===== src/rtl/ex_muldiv.sv =====
// ex_muldiv: iterative multiply/divide unit for the EX stage.
// Computes MULTU/MULT/DIVU/DIV one shift-add / shift-subtract step per cycle
// and returns a registered {hi,lo} result with a ready handshake.
//
// Handshake: EX holds start_i high until it samples ready_o=1. The unit keeps
// ready_o and result_o stable in DONE until start_i drops or annul_i rises.
// stallreq_o is high while a request is pending and its result is not ready.
//
// Ports:
//   clk, rst            rising-edge clock, asynchronous active-low reset
//   start_i, op_i       request and operation (00 MULTU, 01 MULT, 10 DIVU, 11 DIV)
//   opdata1_i/2_i       multiplicand/dividend, multiplier/divisor
//   annul_i             cancel current or requested operation
//   result_o            {hi,lo}: product, or {remainder, quotient}
//   ready_o, div_zero_o registered result-valid and divide-by-zero flags
//   stallreq_o          combinational stall request toward the pipeline
//   dbg_state           current FSM state (0 IDLE, 1 BUSY, 2 DONE)
module ex_muldiv #(
  parameter int WIDTH = 32,
  parameter int CNT_W = $clog2(WIDTH) + 1
) (
  input  logic                 clk,
  input  logic                 rst,
  input  logic                 start_i,
  input  logic [1:0]           op_i,
  input  logic [WIDTH-1:0]     opdata1_i,
  input  logic [WIDTH-1:0]     opdata2_i,
  input  logic                 annul_i,
  output logic [2*WIDTH-1:0]   result_o,
  output logic                 ready_o,
  output logic                 div_zero_o,
  output logic                 stallreq_o,
  output logic [1:0]           dbg_state
);

  typedef enum logic [1:0] {
    S_IDLE = 2'd0,
    S_BUSY = 2'd1,
    S_DONE = 2'd2
  } state_t;

  localparam logic [CNT_W-1:0] LAST_CNT = CNT_W'(WIDTH - 1);

  state_t             state_q, state_d;
  logic               is_div_q, neg_res_q, neg_rem_q;
  logic [WIDTH-1:0]   opa_q;     // multiplicand or divisor magnitude
  logic [2*WIDTH:0]   acc_q;     // mul: {carry, hi, lo}; div: {rem(W+1), quot(W)}
  logic [CNT_W-1:0]   cnt_q;

  logic               s1, s2, start_ok, zero_div;
  logic [WIDTH-1:0]   mag1, mag2;
  logic [WIDTH:0]     mul_sum, mul_hi;
  logic [2*WIDTH:0]   mul_next, div_next, step_next;
  logic [WIDTH:0]     rem_sh, rem_diff, rem_new;
  logic               borrow;
  logic [2*WIDTH-1:0] prod, prod_fin, res_fin;
  logic [WIDTH-1:0]   quot_fin, rem_fin;

  assign stallreq_o = start_i & ~ready_o & ~annul_i;
  assign dbg_state  = state_q;

  // Operand magnitudes: signed ops take the two's-complement absolute value.
  assign s1       = op_i[0] & opdata1_i[WIDTH-1];
  assign s2       = op_i[0] & opdata2_i[WIDTH-1];
  assign mag1     = s1 ? -opdata1_i : opdata1_i;
  assign mag2     = s2 ? -opdata2_i : opdata2_i;
  assign start_ok = start_i & ~annul_i;
  assign zero_div = op_i[1] & (opdata2_i == '0);

  // Multiply step: conditional add into the upper half, then shift right.
  assign mul_sum  = acc_q[2*WIDTH:WIDTH] + {1'b0, opa_q};
  assign mul_hi   = acc_q[0] ? mul_sum : acc_q[2*WIDTH:WIDTH];
  assign mul_next = {1'b0, mul_hi, acc_q[WIDTH-1:1]};

  // Restoring divide step: shift {rem,quot} left, trial-subtract the divisor.
  // When the shifted remainder reaches 2^WIDTH it always exceeds the divisor,
  // so the restored value in the borrow case keeps a zero top bit.
  assign rem_sh             = acc_q[2*WIDTH-1:WIDTH-1];
  assign {borrow, rem_diff} = {1'b0, rem_sh} - {2'b00, opa_q};
  assign rem_new            = borrow ? rem_sh : rem_diff;
  assign div_next           = {rem_new, acc_q[WIDTH-2:0], ~borrow};

  assign step_next = is_div_q ? div_next : mul_next;

  // Sign correction applied to the final step's value.
  assign prod     = step_next[2*WIDTH-1:0];
  assign prod_fin = neg_res_q ? -prod : prod;
  assign quot_fin = neg_res_q ? -step_next[WIDTH-1:0] : step_next[WIDTH-1:0];
  assign rem_fin  = neg_rem_q ? -step_next[2*WIDTH-1:WIDTH] : step_next[2*WIDTH-1:WIDTH];
  assign res_fin  = is_div_q ? {rem_fin, quot_fin} : prod_fin;

  always_ff @(posedge clk or negedge rst) begin
    if (!rst) state_q <= S_IDLE;
    else      state_q <= state_d;
  end

  always_comb begin
    state_d = state_q;
    case (state_q)
      S_IDLE: if (start_ok) state_d = zero_div ? S_DONE : S_BUSY;
      S_BUSY: begin
        if (annul_i)               state_d = S_IDLE;
        else if (cnt_q == LAST_CNT) state_d = S_DONE;
      end
      S_DONE: if (!start_i || annul_i) state_d = S_IDLE;
      default: state_d = S_IDLE;
    endcase
  end

  always_ff @(posedge clk or negedge rst) begin
    if (!rst) begin
      is_div_q   <= 1'b0;
      neg_res_q  <= 1'b0;
      neg_rem_q  <= 1'b0;
      opa_q      <= '0;
      acc_q      <= '0;
      cnt_q      <= '0;
      result_o   <= '0;
      ready_o    <= 1'b0;
      div_zero_o <= 1'b0;
    end else begin
      // ready_o rises one edge after entering DONE and stays while the
      // request is still held.
      ready_o <= (state_q == S_DONE) & start_i & ~annul_i;
      case (state_q)
        S_IDLE: begin
          if (start_ok) begin
            is_div_q   <= op_i[1];
            neg_res_q  <= s1 ^ s2;
            neg_rem_q  <= s1;
            cnt_q      <= '0;
            opa_q      <= op_i[1] ? mag2 : mag1;
            acc_q      <= {{(WIDTH+1){1'b0}}, (op_i[1] ? mag1 : mag2)};
            div_zero_o <= zero_div;
            if (zero_div) result_o <= '0;
          end
        end
        S_BUSY: begin
          if (!annul_i) begin
            acc_q <= step_next;
            cnt_q <= cnt_q + CNT_W'(1);
            if (cnt_q == LAST_CNT) result_o <= res_fin;
          end
        end
        default: ;
      endcase
    end
  end

endmodule

===== config.mk =====
export PLATFORM = sky130hd
export DESIGN_NAME = ex_muldiv
export DESIGN_NICKNAME = d
export VERILOG_FILES = /design/src/rtl/ex_muldiv.sv
export SDC_FILE = /design/constraint.sdc
export NUM_CORES = 1
export LEC_CHECK = 0
export ABC_CLOCK_PERIOD_IN_PS = 6750
export BUFFER_PORTS_ARGS = -buffer_cell sky130_fd_sc_hd__buf_2
export CORE_ASPECT_RATIO = 1.25
export CORE_MARGIN = 4
export CORE_UTILIZATION = 30
export CTS_BUF_LIST = sky130_fd_sc_hd__clkbuf_2
export DETAILED_ROUTE_END_ITERATION = 10
export GPL_ROUTABILITY_DRIVEN = 0
export GPL_TIMING_DRIVEN = 0
export PLACE_DENSITY = 0.5
export RECOVER_POWER = 25
export SYNTH_ARGS = -nofsm -noshare
export SYNTH_HDL_FRONTEND = slang
export SYNTH_SLANG_ARGS = --single-unit
export TNS_END_PERCENT = 10

===== constraint.sdc =====
create_clock -name clk -period 6.75 [get_ports clk]
set_input_delay 0.675 -clock clk [delete_from_list [all_inputs] [get_ports clk]]
set_output_delay 0.675 -clock clk [all_outputs]
set_load 0.01 [all_outputs]

# Word-level counts from Yosys, hierarchy flattened
# Cells that the tools add are included.
# Widths: inputs -> output; s select.
[totals]
wordCells = 76
register_bits = 174
output_inout_bits = 69
inputBits = 70
[classes]
n_addsub = 8
reduce_logical = 9
n_mux = 28
eq_ne = 9
bitwise_logic = 12
[op_table]
columns = ["op", "n"]
rows = [
  ["$mux 64", 6],
  ["$mux 65", 3],
  ["$mux 32", 6],
  ["$pmux 65 s2", 1],
  ["$neg 32->32", 4],
  ["$pmux 64 s2", 1],
  ["$mux 33", 2],
  ["$neg 64->64", 1],
  ["$sub 33x32->34", 1],
  ["$add 33x32->33", 1],
  ["$logic_not 32->1", 1],
  ["$mux 6", 2],
  ["$pmux 6 s2", 1],
  ["$mux 2", 5],
  ["$ne 2x2->1 const B", 5],
  ["$and 1x1->1", 8],
  ["$add 6x1->6 const B", 1],
  ["$eq 6x5->1 const B", 1],
  ["$pmux 2 s3", 1],
  ["$reduce_and 3->1", 2],
  ["$reduce_and 5->1", 1],
  ["$ne 3x3->1 const B", 1],
  ["$not 1->1", 3],
  ["$eq 2x1->1 const B", 1],
  ["7 further kinds", 7],
]

# Logic depth before layout (Yosys ltp)
[depth]
ltp_word = 9
depth_mapped = 22
depth_no_buf = 20

# Worst setup path after synthesis
# No wires, ideal clock.
[synth_path]
kind = "reg2reg"
startpoint = "reg is_div_q"
endpoint = "reg result_o[58]"
stages_incl_launch_ff = 21
setup_ns = 0.121
t_required_ns = 6.629
synth_period_minus_slack_ns = 4.992
n_path_buf = 8
arrival_time_ns = 4.871
slack_ns = 1.758
cell_sequence = "dfrtp_1 buf_2 buf_2 clkbuf_1 buf_1 clkbuf_1 buf_1 buf_1 clkbuf_1 o21bai_1 ha_1 nand2_1 or2_2 nand2b_1 or2_2 or2_2 or2_2 o311a_1 o41ai_2 xnor2_1 a22o_1"
[synth_between]
elab_chain_cells = 7
word_cells_on_any_way = 9
classes_between = "2 x add/sub; 7 x mux"
[synth_lines]
columns = ["element", "line_no", "rtl"]
rows = [
  ["start, declared", "45", "logic is_div_q, neg_res_q, neg_rem_q;"],
  ["start signal, assigned", "128", "is_div_q <= op_i[1];"],
  ["$mux 65", "83", "assign step_next = is_div_q ? div_next : mul_next;"],
  ["$neg 64->64 / $neg 32->32 (equally long branches)", "87, 89", ""],
  ["$mux 64 / $mux 32 (equally long branches)", "87, 89", ""],
  ["$mux 64 (*)", "90", "assign res_fin = is_div_q ? {rem_fin, quot_fin} : prod_fin;"],
  ["$mux 64 (*)", "142", "if (cnt_q == LAST_CNT) result_o <= res_fin;"],
  ["$mux 64 (*)", "139", "if (!annul_i) begin"],
  ["$pmux 64 s2 (*)", "125", "case (state_q)"],
  ["end signal, assigned", "142", ""],
  ["end, declared", "29", "output logic [2*WIDTH-1:0] result_o,"],
]
# Mark *: on every way between the ends. The rest lies on a longest branch, timed or not. The select of a mux whose other input is x is not followed.
# A chain may end at the register's enable or synchronous reset.

# Final worst setup path
[layout_path]
startpoint = "reg acc_q[57]"
endpoint = "reg result_o[58]"
[layout_between]
elab_chain_cells = 9
word_cells_on_any_way = 14
classes_between = "4 x add/sub; 9 x mux; 1 x bitwise"
[layout_lines]
columns = ["element", "line_no", "rtl"]
rows = [
  ["start, declared", "47", "logic [2*WIDTH:0] acc_q;"],
  ["start signal, assigned", "133", "acc_q <= {{(WIDTH+1){1'b0}}, (op_i[1] ? mag1 : mag2)};"],
  ["start signal, assigned", "140", "acc_q <= step_next;"],
  ["$sub 33x32->34 / $add 33x32->33 (equally long branches)", "79, 71", ""],
  ["$mux 33, or another cell as far along", "80", "assign rem_new = borrow ? rem_sh : rem_diff;"],
  ["$mux 65 (*)", "83", ""],
  ["$neg 64->64 / $neg 32->32 (equally long branches)", "87, 89", ""],
  ["$mux 64 / $mux 32 (equally long branches)", "87, 89", ""],
  ["$mux 64 (*)", "90", ""],
  ["$mux 64 (*)", "142", ""],
  ["$mux 64 (*)", "139", ""],
  ["$pmux 64 s2 (*)", "125", ""],
]
# Marked as above.

==> impl_metrics.tcl <==
set metrics [dict create \
    status "finished with violations" \
    violations "max-capacitance violations, max-slew violations" \
    netlist_instances 1993 \
    r2r_slack_ps 330 \
    drc 0 \
    synth_nets 2134 \
    drt_iter0_markers 1328 \
    cts_root_buffer "clkbuf_2" \
    grt_pass1_wl_mm 98.1 \
    min_period_ps 6420 \
    insertion_delay_ps 930 \
    final_cell_mix "219 x nand2_1, 187 x o21ai_0, 174 x a21oi_1, 174 x nor2_1, 174 x dfrtp_1" \
    critPathMaxFanout 10 \
    cts_buffers 17 \
    fp.dieW_um 212 \
    async_flop_share_pct 100 \
    fin_ws_ps 334 \
    maxSlewViolCount 69 \
    irDropWorstVdd_mv 0.159 \
    hp-class "primary input to flip-flop" \
    grt_start_max_net_pins 107 \
    synth_edf_count 0 \
    antenna_found_initial 2 \
    synth_area_um2 15600 \
    syn_avg_cell_area_um2 7.81 \
    rows 93 \
    cts_buffer_depth 2 \
    tightest_slew_ps 4280 \
    cts_sinks 174 \
    place_ws_ps -234 \
    power_mw 6.09 \
    criticalPathCategory "flip-flop to flip-flop" \
    grt_setup_unrepaired "no" \
    nets 2294 \
    synth.top_cell.area_share_pct 28.0 \
    yosysUniqueCellTypes 87 \
    yosysWarningCount 0 \
    timing.final.crit_share_pct 95.1 \
    rr_worst_depth 19 \
    start_kind "flip-flop" \
    finalSetupViolations 0 \
    numPortBuffers 137 \
    via_per_inst 5.77 \
    crit_end "result_o[58]" \
    groute.usage.overall_pct 22.8 \
    placed_cells 2796 \
    routedWlPerCell_um 23.0 \
    drt-pass1-iter-count 5 \
    whs_ps 124 \
    layout-drive-gt1-share_pct 10.7 \
    finalInstanceArea_um2 17400 \
    dr_total_vias 16300 \
    h-tree-depth 4 \
    place_area_um2 17100 \
    syn2layout_area_growth_pct 11.8 \
    critPathRequiredTime_ps 7560 \
    drv_cap 1 \
    grt.overflow.total 0 \
    n_fill_cell 5572 \
    core_um2 51400 \
    p_per_area_nw_per_um2 350 \
    ant_nets 0 \
    die_y_um 263 \
    wl_mm 65.1 \
    fmax_mhz 156 \
    skew_ps 66.6 \
    cts_tree "done" \
    ys_seq_area_share_pct 28.0 \
    r2r_start "acc_q[57]" \
    die-area_um2 55600 \
    maxSlewHeadroom_pct -186 \
    p_leak_nw 7.46 \
    hold_violations 0 \
    post_layout_nonfiller_instances 2832 \
    initial_core_util_pct 30.3 \
    io_pins 139 \
    hpwl_mm 53.2 \
    crit_start "acc_q[57]" \
    final_common_cell "nand2_1" \
    arrival_ps 7230 \
    timing.rr.end "result_o[58]" \
    grt_pass1_vias 16100 \
    crit_path_end_kind "flip-flop" \
    ys_ff_latch 174 \
    clk_pin_slew_ps 270 \
    cts_setup_buffers 0 \
    yosysTopAreaCell "dfrtp_1" \
    synth_top_flop_cell "dfrtp_1" \
    synthTopCellsByArea "dfrtp_1 28%, o21ai_0 6.0%, a21oi_1 5.6%" \
]
## report_power, final
part,leakage (nW),switching (mW),internal (mW),total [mW]
sequential,2.24,0.292,1.20,1.49
clock,0.151,0.433,0.181,0.615
combinational,5.07,2.61,1.37,3.98
## cell families (layout without fill, tap and decap cells)
logic type | after synthesis | in the layout | share of synthesized area, %
compound gates | 715 | 715 | 30.4
xor+xnor | 146 | 146 | 8.22
fa+ha+maj | 71 | 71 | 5.81
buf+inv | 191 | 363 | 4.83
flops | 174 | 174 | 28.0
mux | 46 | 46 | 3.06
other cells | 0 | 2 | 0
simple gates | 650 | 650 | 19.7
## worst max-delay path: stages (launching register included)
cell and delay [ps]:
dfrtp_1 560, ha_1 360, a21oi_1 250, a21oi_1 110, nor3_1 520, o311ai_1 400
buf_2 330, nor3_2 460, o21bai_2 280, ha_1 220, nand2_1 70, or2_2 340
nand2b_1 190, or2_2 350, or2_2 360, or2_2 380, o311a_1 400, o41ai_2 390
xnor2_1 120, a22o_1 220
## synth_stat cells, types with 10 or more instances
library cell,number
nand2_1,219
o21ai_0,187
a21oi_1,174
dfrtp_1,174
nor2_1,174
clkbuf_1,90
xnor2_1,82
inv_1,75
a22o_1,71
ha_1,69
xor2_1,64
nor3_1,50
a211oi_1,43
nand3_1,37
mux2i_1,33
a21o_1,32
o31ai_1,31
a31oi_1,22
nand4_1,21
nor2b_1,21
or3_1,17
and3_1,16
nor4_1,16
or4_1,14
buf_1,13
mux2_2,13
o211ai_1,13
o21a_1,13
and2_1,11
nand2b_1,11
o41ai_1,11
buf_2,10
## registers in the layout, summed over array words and instances, names as in the netlist
register / cells
acc_q: 65
is_div_q: 1
neg_res_q: 1
dbg_state: 2
result_o: 64
cnt_q: 6
opa_q: 32
div_zero_o: 1
ready_o: 1
neg_rem_q: 1
## area by class of cell
class                           instances  area [µm²]  share of cell area (%)
Antenna cell                            2        5.00                  0.0288
Sequential cell                       174        4350                    25.0
Clock inverter                         13         160                   0.920
Inverter                               75         282                    1.62
Multi-Input combinational cell       1628       10500                    60.1
Buffer                                116         474                    2.73
Tap cell                              665         832                    4.78
Clock buffer                           18        90.1                   0.518
Timing Repair Buffer                  141         742                    4.26
## how the worst min path moves through the flow
| stage | from | cells past startpoint | to | slack [ps] |
|---|---|---|---|---|
| 2_1_floorplan | rst | 0 | acc_q[0] | 380 |
| 3_3_place_gp | result_o[4] | 2 | result_o[4] | 470 |
| 3_5_place_dp | result_o[4] | 2 | result_o[4] | 460 |
| 4_1_cts | opdata1_i[0] | 3 | opa_q[0] | 40 |
| 5_1_grt | op_i[0] | 3 | neg_res_q | 100 |
| 6_report | opdata1_i[0] | 3 | opa_q[0] | 120 |
## per-layer routing
metal / vias to the layer above / global-route usage [%] / wire length [µm]
li1: 7672 / - / -
met4: 2 / 12.9 / 4230
met5: - / 0 / 15
met2: 565 / 39.5 / 32200
met3: 169 / 2.73 / 2840
met1: 7929 / 27.2 / 25800
## metrics by stage
stage,utilization [%],setup TNS [ps]
3_3_place_gp,33.2,-825
5_1_grt,33.8,0
6_report,33.8,0
3_5_place_dp,33.3,-954
2_1_floorplan,-,0
4_1_cts,33.8,0
## repair_timing
item | CTS | global route
endpoints found under the setup margin | 12 | 7
resized for setup | 2 | 4
endpoints found under the hold margin | 70 | 0
cloned | 0 | 0
hold buffers | 3 | 0
Power figures use the tool's default switching activity.
